### src/rtl/riscv_muldiv_unit.sv
// riscv_muldiv_unit
//   Iterative RV32M multiply/divide unit for the EX stage. One operation per
//   request handshake; multiply is shift-add on a 2*WIDTH product register,
//   divide is restoring division on operand magnitudes with sign correction
//   applied on the final edge. Divide-by-zero and signed overflow bypass the
//   iteration and complete one cycle after the accept.
// Ports
//   clk, rst          clock, synchronous active-high reset
//   flush             synchronous abort of the op in flight (below rst)
//   in_valid/in_ready request handshake; in_ready is high only in IDLE
//   op, a, b, tag_in  funct3 op code, operands, request tag
//   out_valid/out_ready response handshake; out_valid is high only in DONE
//   result, tag_out   response data and tag
//   zero, negative    flags of the final result
//   div_by_zero       divide op with b == 0
//   div_overflow      DIV/REM with MIN_INT / -1
//   busy              unit is not IDLE
// Handshake: a transfer happens on a rising edge where valid && ready are both
//   high. The producer holds its data stable until then; the unit holds
//   result/tag_out/flags stable while out_valid && !out_ready.
module riscv_muldiv_unit #(
  parameter int WIDTH     = 32,
  parameter int TAG_WIDTH = 5
) (
  input  logic                 clk,
  input  logic                 rst,
  input  logic                 flush,
  input  logic                 in_valid,
  output logic                 in_ready,
  input  logic [2:0]           op,
  input  logic [WIDTH-1:0]     a,
  input  logic [WIDTH-1:0]     b,
  input  logic [TAG_WIDTH-1:0] tag_in,
  output logic                 out_valid,
  input  logic                 out_ready,
  output logic [WIDTH-1:0]     result,
  output logic [TAG_WIDTH-1:0] tag_out,
  output logic                 zero,
  output logic                 negative,
  output logic                 div_by_zero,
  output logic                 div_overflow,
  output logic                 busy
);

  localparam int CW = $clog2(WIDTH + 1);
  localparam logic [WIDTH-1:0] MIN_INT = {1'b1, {(WIDTH-1){1'b0}}};

  typedef enum logic [1:0] {IDLE, CALC, DONE} state_t;

  state_t                 state;
  logic [2:0]             op_q;
  logic                   neg_q;   // sign to apply to the final result
  logic [WIDTH-1:0]       mcand;   // multiplicand (mul) or divisor (div)
  logic [2*WIDTH-1:0]     prod;    // {acc/remainder, multiplier/quotient}
  logic [CW-1:0]          cnt;

  // State is visible through the handshake outputs.
  assign in_ready  = (state == IDLE);
  assign out_valid = (state == DONE);
  assign busy      = (state != IDLE);

  // Request decode
  logic             is_div, sgn_a, sgn_b, a_neg, b_neg, dz_in, ov_in, fast;
  logic [WIDTH-1:0] a_mag, b_mag, fast_res;

  always_comb begin
    is_div   = op[2];
    sgn_a    = (op == 3'd1) || (op == 3'd2) || (op == 3'd4) || (op == 3'd6);
    sgn_b    = (op == 3'd1) || (op == 3'd4) || (op == 3'd6);
    a_neg    = sgn_a && a[WIDTH-1];
    b_neg    = sgn_b && b[WIDTH-1];
    a_mag    = a_neg ? -a : a;
    b_mag    = b_neg ? -b : b;
    dz_in    = is_div && (b == '0);
    // op[0]==0 selects the signed DIV/REM pair
    ov_in    = is_div && !op[0] && (a == MIN_INT) && (b == '1);
    fast     = dz_in || ov_in;
    fast_res = '0;
    if (dz_in)      fast_res = op[1] ? a : '1;
    else if (ov_in) fast_res = op[1] ? '0 : MIN_INT;
  end

  // One iteration step
  logic [WIDTH:0]     sum, rem_sh;
  logic [WIDTH-1:0]   diff;
  logic               ge;
  logic [2*WIDTH-1:0] mul_nxt, div_nxt, prod_nxt, prod_sgn;
  logic [WIDTH-1:0]   fin_res;

  always_comb begin
    sum     = {1'b0, prod[2*WIDTH-1:WIDTH]} + (prod[0] ? {1'b0, mcand} : '0);
    mul_nxt = {sum, prod[WIDTH-1:1]};
    rem_sh  = prod[2*WIDTH-1:WIDTH-1];
    ge      = (rem_sh >= {1'b0, mcand});
    // Only used when ge, so the difference is below the divisor and fits WIDTH bits.
    diff    = rem_sh[WIDTH-1:0] - mcand;
    div_nxt = ge ? {diff, prod[WIDTH-2:0], 1'b1}
                 : {rem_sh[WIDTH-1:0], prod[WIDTH-2:0], 1'b0};
    prod_nxt = op_q[2] ? div_nxt : mul_nxt;
    prod_sgn = neg_q ? -prod_nxt : prod_nxt;
    fin_res  = '0;
    case (op_q)
      3'd0:         fin_res = prod_sgn[WIDTH-1:0];
      3'd1, 3'd2,
      3'd3:         fin_res = prod_sgn[2*WIDTH-1:WIDTH];
      3'd4, 3'd5:   fin_res = neg_q ? -prod_nxt[WIDTH-1:0] : prod_nxt[WIDTH-1:0];
      default:      fin_res = neg_q ? -prod_nxt[2*WIDTH-1:WIDTH] : prod_nxt[2*WIDTH-1:WIDTH];
    endcase
  end

  always_ff @(posedge clk) begin
    if (rst || flush) begin
      state        <= IDLE;
      op_q         <= '0;
      neg_q        <= 1'b0;
      mcand        <= '0;
      prod         <= '0;
      cnt          <= '0;
      result       <= '0;
      tag_out      <= '0;
      zero         <= 1'b0;
      negative     <= 1'b0;
      div_by_zero  <= 1'b0;
      div_overflow <= 1'b0;
    end else begin
      case (state)
        IDLE: begin
          if (in_valid) begin
            op_q    <= op;
            tag_out <= tag_in;
            // Remainder follows the dividend; everything else follows a^b.
            neg_q   <= (is_div && op[1]) ? a_neg : (a_neg ^ b_neg);
            mcand   <= is_div ? b_mag : a_mag;
            prod    <= {{WIDTH{1'b0}}, (is_div ? a_mag : b_mag)};
            cnt     <= CW'(WIDTH);
            if (fast) begin
              state        <= DONE;
              result       <= fast_res;
              zero         <= (fast_res == '0);
              negative     <= fast_res[WIDTH-1];
              div_by_zero  <= dz_in;
              div_overflow <= ov_in;
            end else begin
              state <= CALC;
            end
          end
        end
        CALC: begin
          prod <= prod_nxt;
          cnt  <= cnt - 1'b1;
          if (cnt == CW'(1)) begin
            state        <= DONE;
            result       <= fin_res;
            zero         <= (fin_res == '0);
            negative     <= fin_res[WIDTH-1];
            div_by_zero  <= 1'b0;
            div_overflow <= 1'b0;
          end
        end
        DONE: begin
          if (out_ready) state <= IDLE;
        end
        default: state <= IDLE;
      endcase
    end
  end

endmodule

### config.mk
export PLATFORM = sky130hd
export DESIGN_NAME = riscv_muldiv_unit
export DESIGN_NICKNAME = d
export VERILOG_FILES = /design/src/rtl/riscv_muldiv_unit.sv
export SDC_FILE = /design/constraint.sdc
export NUM_CORES = 1
export LEC_CHECK = 0
export CAP_MARGIN = 20
export CORE_MARGIN = 4
export CORE_UTILIZATION = 60
export DETAILED_ROUTE_END_ITERATION = 8
export PLACE_DENSITY = 0.81
export REMOVE_ABC_BUFFERS = 1
export SLEW_MARGIN = 20
export SYNTH_ARGS = -nofsm -noshare
export SYNTH_HDL_FRONTEND = slang
export SYNTH_SLANG_ARGS = --single-unit
### constraint.sdc
create_clock -name clk -period 10.8 [get_ports clk]
set_input_delay 1.62 -clock clk [delete_from_list [all_inputs] [get_ports clk]]
set_output_delay 1.62 -clock clk [all_outputs]
set_load 0.02 [all_outputs]
## After elaboration in Yosys (flattened, before gate mapping)

Cells that the tools add are included.

| word-level totals | value |
|---|---|
| register bits after elaboration | 149 |
| latch bits | 0 |
| RAM bits | 0 |
| bits in read-only memories | 0 |
| bits of input ports | 77 |
| output and inout bits | 44 |
| word-level logic and storage cells | 112 |
| memories | 0 |

| cells by class | value |
|---|---|
| add/subtract/negate cells | 8 |
| multiply operators | 0 |
| div/mod/pow operators | 0 |
| $lt $le $gt $ge | 1 |
| equal/unequal tests | 18 |
| shift operators | 0 |
| muxes and demuxes | 44 |
| bitwise operators | 1 |
| reduce and logical (&&, ||, !) cells | 28 |

Operators by type and width:

| operator | count |
|---|---|
| 32-bit 2-to-1 mux | 14 |
| 64-bit 2-to-1 mux | 4 |
| 32-bit negation | 4 |
| 64-bit one-hot mux with 2 select lines | 1 |
| 32-bit zero test | 3 |
| 32-bit one-hot mux with 3 select lines | 1 |
| 32-bit equality test (second input constant) | 2 |
| 64-bit negation | 1 |
| 32-bit one-hot mux with 2 select lines | 1 |
| 32-bit by 32-bit adder with 33-bit output | 1 |
| 33-bit by 32-bit greater-or-equal comparator with 1-bit output | 1 |
| 32-bit subtractor | 1 |
| 3-bit equality test (second input constant) | 4 |
| 1-bit 2-to-1 mux | 12 |
| 6-bit one-hot mux with 2 select lines | 1 |
| 3-bit by 2-bit equality test with 1-bit output (second input constant) | 3 |
| 2-bit 2-to-1 mux | 4 |
| 1-bit one-hot mux with 2 select lines | 4 |
| 1-bit logical AND | 7 |
| 1-bit logical OR | 7 |
| 3-bit by 1-bit equality test with 1-bit output (second input constant) | 2 |
| 6-bit by 1-bit equality test with 1-bit output (second input constant) | 1 |
| 6-bit 2-to-1 mux | 1 |
| 2-bit one-hot mux with 3 select lines | 1 |
| 15 further kinds | 19 |

## Depth between registers and ports, before layout

Gate-level depths: netlist of run 1.

| depth | value |
|---|---|
| depth in word-level cells | 10 |
| depth in mapped cells | 25 |

## Worst setup path before layout of run 1

Ideal clock, no wire load.

| path | value |
|---|---|
| path type | input to register |
| start | input port b[0] |
| end | register zero |
| setup time | 0.069 ns |
| arrival time | 5.919 ns |
| data required time | 10.731 ns |
| slack | 4.812 ns |
| stages | 17 |
| buffers on the path | 0 |
| cell sequence | inv_1 -> ha_1 -> or3b_2 -> nor3_1 -> nand2_1 -> nor4b_1 -> and4_1 -> nor3_1 -> nor3_2 -> o21ai_0 -> nor4_1 -> nand4_1 -> or3_1 -> or4_1 -> or4_1 -> or4_1 -> o21ai_1 |

| between the ends | value |
|---|---|
| cells in the longest elaborated chain, start to end | 8 |

RTL lines:

| element | line | RTL |
|---|---|---|
| from (decl) | 32 | `input logic [WIDTH-1:0] b,` |
| 32-bit equality test | 76 | `ov_in = is_div && !op[0] && (a == MIN_INT) && (b == '1);` |
| 1-bit logical AND | 76 |  |
| 32-bit 2-to-1 mux | 80 | `else if (ov_in) fast_res = op[1] ? '0 : MIN_INT;` |
| 32-bit 2-to-1 mux | 79 | `if (dz_in) fast_res = op[1] ? a : '1;` |
| 32-bit zero test | 139 | `zero <= (fast_res == '0);` |
| 1-bit 2-to-1 mux | 136 | `if (fast) begin` |
| 1-bit 2-to-1 mux | 128 | `if (in_valid) begin` |
| 1-bit one-hot mux with 2 select lines | 126 | `case (state)` |
| to (signal assigned) | 139 |  |
| to (signal assigned) | 154 | `zero <= (fin_res == '0);` |
| to (decl) | 38 | `output logic zero,` |

Parallel ways exist; a longest one is shown, timed or not. The select of a mux whose other input is x is not followed.
A chain may end at the register's enable or synchronous reset.

## Worst setup path in the final report of run 1

Ends and elaborated chain as after synthesis.

==> results of run 1 <==
-- power by group through the flow --
| stage | Sequential (uW) | Clock, uW | Combinational (uW) |
|---|---|---|---|
| 2_1_floorplan | 591 | 0 | 379 |
| 3_3_place_gp | 589 | 0 | 592 |
| 3_5_place_dp | 589 | 0 | 602 |
| 4_1_cts | 577 | 644 | 606 |
| 5_1_grt | 580 | 667 | 670 |
| 6_report | 578 | 643 | 630 |
-- cell type report --
| class | instances | area, um^2 | area share, % |
|---|---|---|---|
| Clock buffer | 18 | 439 | 2.44 |
| Clock inverter | 13 | 173 | 0.959 |
| Inverter | 77 | 289 | 1.61 |
| Multi-Input combinational cell | 1959 | 12300 | 68.5 |
| Sequential cell | 148 | 2970 | 16.5 |
| Tap cell | 335 | 419 | 2.33 |
| Timing Repair Buffer | 144 | 1380 | 7.65 |
-- routing by layer --
metal / GRT usage [%] / routed length, um / vias to the layer above
met4: 16.6 / 2720 / 0
met3: 7.41 / 6810 / 196
met5: 0 / 0 / -
met2: 61.7 / 26300 / 1227
li1: - / - / 8676
met1: 54.5 / 25000 / 8783
-- registers in the layout, indices dropped and copies added (netlist names), 2 cells and up --
| register | count |
|---|---|
| cnt | 6 |
| mcand | 32 |
| op_q | 3 |
| prod | 64 |
| result | 32 |
| state | 2 |
| tag_out | 5 |
-- layout by cell type, fill, tap and decap left out, drive strengths merged, types with 55 or more instances in the layout --
cell and instances:
o21ai 135, nand2 209, a211oi 70, clkdlybuf4s50 119, dfxtp 148, nand3 81
nor2 308, ha 71, inv 82, a21oi 197, xnor2 72, and2 55
nor3 88
-- tightest hold or removal path: stages, from the launching register on --
cell     delay (ns)
dfxtp_1        0.31
nand2_1        0.05
a21oi_1        0.05
-- final timing paths --
kind	slack [ns]	to	startpoint
hold reg to reg	0.45	tag_out[4]	tag_out[4]
hold / removal	0.45	tag_out[4]	tag_out[4]
setup reg to reg	3.23	zero	mcand[22]
setup / recovery	3.16	zero	b[0]
-- logic make-up (layout without fill, tap and decap cells) --
family,count (synthesis),in the layout,share of synthesized area [%]
AOI/OAI and AO/OA,747,747,31.4
xor gates and xnor gates,113,113,6.11
adders and majority gates,73,73,5.74
buffers and inverters,236,252,5.78
DFF,148,148,18.3
muxes,54,54,3.50
and+or+nand+nor,972,972,29.2
-- per-stage QoR --
step                      power, uW  hold slack [ns]  instances  util, %
after floorplan                 969            0.440       2184        -
after global placement         1180            0.441       2663     66.2
after detailed placement       1190            0.446       2663     66.2
after CTS                      1830            0.454       2694     68.5
after global routing           1920            0.480       2694     68.5
final                          1850            0.451       2694     68.5
==> metrics.txt, run 1 <==
Logic pwr share=34.0%; commonest cells in the netlist=nor2_1, nand2_1, a21oi_1; setup repair after global routing missed its margin=no; switching share of power=38.2%; synthesized area per cell=6.91 um^2; Slowest-stage cell, CP=and4_1; core region area=26300 um^2; DR WL/cell=22.6 um; Unique masters post-synth=104; Post-synth top flop=dfxtp_1; hpwl dp=45100 um; antenna viol nets, final=0; count leader, synth=nor2_1; fillers=2301; Yosys top cell area share=18.3%; Setup WS pre-CTS=2.85 ns; port bufs=120; CP Cell Sequence=clkdlybuf4s50_1 -> inv_1 -> ha_1 -> or3b_2 -> nor3_1 -> nand2_1 -> nor4b_1 -> and4_1 -> nor3_1 -> nor3_4 -> o21ai_0 -> nor4_1 -> nand4_1 -> or3_1 -> or4_1 -> or4_1 -> or4_1 -> o21ai_1; clock network fraction of design power=34.7%; GRT Util Overall=39.8%; setup tns final=0 ns; Pint=1140 uW; most used cell, CP=or4_1; final setup margin=3.16 ns; worst slew pin tran=0.989 ns; TritonCTS clock tree=built; chip height=172 um; Root Driver=clkbuf_16; postcts setup bufs=0; die area=29700 um^2; H-tree levels=4; Die X=172 um; largest net degree at the start of global routing=86; Max-slew headroom=34.1%; fin nets=2497; flops & latches, synth=148; kind of critical path=primary input to flip-flop; Final setup viols=0; clock skew=0.0146 ns; Max Cap Viol=0; most area-consuming cells after synthesis=dfxtp_1, nor2_1, a21oi_1; Switching Power=708 uW; Area Overhead vs Synth=11.2%; Syn Inst Count=2343; fraction of registers with async set/reset=0%; number of global-route vias before repair=17300; maximum vdd ir drop=0.0797 mV; WP data required=11.17 ns; crit path max fanout=22; crit-path max cell delay=0.83 ns; top-level port count=121; Clk pin slew, worst setup/hold paths=0.07 ns; area leader, netlist=dfxtp_1; reg2reg path depth=23; Power Density=103 nW/um^2; WHS Path Cells=2; total gr overflow=0; DR iter-0 viols=2704; Crit. End Element=flip-flop; 1st-pass router iterations=8; Final Wtd Congestion=0.997; sequential element share of the synthesized area=18.3%; Worst setup SP type=primary input; Slew Limit Fails=0; max frequency=131 MHz; worst min path class=flip-flop to flip-flop; Crit path depth=18; first-pass GRT wire length=94700 um; period utilisation layout=70.7%; placed cell area=17400 um^2; minimum clock period=7.64 ns; Post-synth EDFFs=0; CTS Hold Bufs=0; clock tree sinks=148; CTS Buf Count=17; Final Hold Viols=0; cell family with most CP delay=simple AND/OR/NAND/NOR gates; # DRC=0; crit path DAT=8.01 ns; antenna violations before repair=1; Routed Wire Length=60800 um; Antenna Cells=0; status=complete, no violations; Worst Path Buf+Inv=2; Pleak=0.00669 uW; Final Instance Area=18000 um^2; Yosys warnings=0; share of layout cells above drive strength 1=5.64%; Initial Utilization=61.6%; Rows=59; Max clock buf depth=2; sequential share of power=31.2%; clock latency on the worst-skew pair=0.44 ns; via count=18900; post-cts resize count=0; Netlist Area Pre-Place=16200 um^2; Vias/cell=7.01
Note: power is estimated with default switching activity, not from simulation.
==> run 2: changes to the inputs <==
==> constraint.sdc (replaced) <==
create_clock -name clk -period 7.8 [get_ports clk]
set_input_delay 1.17 -clock clk [delete_from_list [all_inputs] [get_ports clk]]
set_output_delay 1.17 -clock clk [all_outputs]
set_load 0.02 [all_outputs]
==> run 2 against run 1 <==
Effect of this change:
- count of clock-buffer cells in the layout did not move
- cell count is 0.33% higher
- utilization increased by 0.095 points
- clock power rose by 34%
==> metrics.txt, run 2 (synthesis results as in run 1) <==
chip height=172 um; clock skew=0.0188 ns; Layout Utilization=68.6%; 1st-pass router iterations=6; die area=29700 um^2; RR Endpoint=zero; period utilisation layout=92.4%; Antenna Cells=0; post-cts resize count=0; Final Hold Viols=0; CTS Buf Count=17; Final setup viols=0; via count=19100; setup repair after global routing missed its margin=no; total gr overflow=0; Initial Utilization=61.6%; Clk pin slew, worst setup/hold paths=0.07 ns; Crit. End Element=flip-flop; fin nets=2505; Slew Limit Fails=0; top flop regs=prod: 64 flops, mcand: 32 flops, result: 32 flops; maximum vdd ir drop=0.108 mV; port bufs=120; hpwl dp=46600 um; commonest non-fill, non-tap cell in the layout=nor2_1; Root Driver=clkbuf_16; Most flops, register=prod; clock tree sinks=148; worst min path class=flip-flop to flip-flop; Max Cap Viol=0; placed cell area=17400 um^2; switching share of power=39.8%; H-tree levels=4; largest net degree at the start of global routing=94; crit path DAT=7.58 ns; Area Overhead vs Synth=11.4%; number of global-route vias before repair=17600; Die X=172 um; worst slew pin tran=1.18 ns; top-level port count=121; Hold Startpoint=tag_out[1]; antenna viol nets, final=0; sequential share of power=31.4%; setup slack, reg-to-reg=0.59 ns; kind of critical path=flip-flop to flip-flop; sink of the worst hold path=tag_out[1]; Power Density=141 nW/um^2; first-pass GRT wire length=96200 um; antenna violations before repair=0; fillers=2284; Pint=1530 uW; DR WL/cell=23.2 um; Worst setup SP type=flip-flop; Logic pwr share=34.7%; Routed Wire Length=62600 um; share of layout cells above drive strength 1=5.95%; crit path max fanout=8; max frequency=139 MHz; CP Cell Sequence=ha_1 -> nor2b_1 -> o2111ai_1 -> a211oi_4 -> o311ai_2 -> buf_4 -> a31oi_2 -> inv_1 -> ha_1 -> nand2_1 -> nor2_1 -> nand4bb_1 -> nand2_1 -> nand2_1 -> nor3_1 -> o32ai_1 -> a211oi_1 -> nand4_1 -> or3_1 -> or4_1 -> or4_1 -> or4_1 -> o21ai_1; Largest register FFs=64; RR Startpoint=prod[32]; Switching Power=1010 uW; # DRC=0; clock latency on the worst-skew pair=0.45 ns; WP data required=8.17 ns; core region area=26300 um^2; crit-path max cell delay=0.58 ns; Final Wtd Congestion=1.02; Slowest-stage cell, CP=o311ai_2; GRT Util Overall=40.8%; WHS Path Cells=2; minimum clock period=7.21 ns; clock network fraction of design power=33.8%; Vias/cell=7.07; status=complete, no violations; Rows=59; CTS Hold Bufs=0; commonest non-fill, non-tap cells in the layout=nor2_1, nand2_1, a21oi_1; postcts setup bufs=0; Final Instance Area=18000 um^2; TritonCTS clock tree=built; reg2reg path depth=23; Max clock buf depth=2; DR iter-0 viols=2554; Max-slew headroom=21.4%; Pleak=0.00672 uW
## run 2: cell types whose count changed in the layout (fill, tap and decap cells not counted), moves of 2 or more
cell / delta
buf_4: +8
inv_6: +4
clkinv_4: -3
bufinv_16: -2
## run 2: power groups by stage
stage / logic (uW) / registers, uW / clock network (uW)
2_1_floorplan: 524 / 818 / 0
3_3_place_gp: 829 / 814 / 0
3_5_place_dp: 839 / 815 / 0
4_1_cts: 846 / 798 / 856
5_1_grt: 934 / 801 / 887
6_report: 882 / 799 / 860
## run 2: worst max-delay path: cells and delay by family (launching register included)
kind	cells	cell delay (ns)
simple gates	12	3.54
flops	1	0.47
fa+ha+maj	2	0.57
compound gates	7	2.05
buf+inv	2	0.49
## run 2: final cells by class
class / count / area, um^2 / area share, %
inverter: 77 / 289 / 1.60
tap: 335 / 419 / 2.33
sequential: 148 / 2970 / 16.5
clock inverter: 14 / 139 / 0.771
clock buffer: 18 / 439 / 2.44
multi-input combinational: 1959 / 12300 / 68.4
timing repair buffer: 152 / 1440 / 7.97
## run 2: worst max path at each step
stage,end,cells after the start,start
after floorplan,zero,13,op_q[2]
after global placement,zero,23,mcand[8]
after detailed placement,zero,22,prod[32]
after CTS,zero,22,prod[32]
after global routing,zero,24,mcand[6]
final,zero,23,prod[32]
## run 2: per-layer routing
layer	vias to the layer above	wire, um	global-route usage, %
met3	190	7410	8.55
met1	8928	25100	54.7
met5	-	0	0
met4	0	2950	17.5
li1	8681	-	-
met2	1301	27100	63.8
## run 2: through the flow
step | setup TNS (ns) | setup slack, ns | hold slack, ns | total power (uW) | instances
6_report | 0 | 0.592 | 0.459 | 2540 | 2703
5_1_grt | 0 | 0.353 | 0.492 | 2620 | 2703
4_1_cts | 0 | 0.616 | 0.460 | 2500 | 2702
3_5_place_dp | 0 | 0.701 | 0.448 | 1650 | 2670
3_3_place_gp | 0 | 0.900 | 0.441 | 1640 | 2670
2_1_floorplan | -0.381 | -0.381 | 0.440 | 1340 | 2184
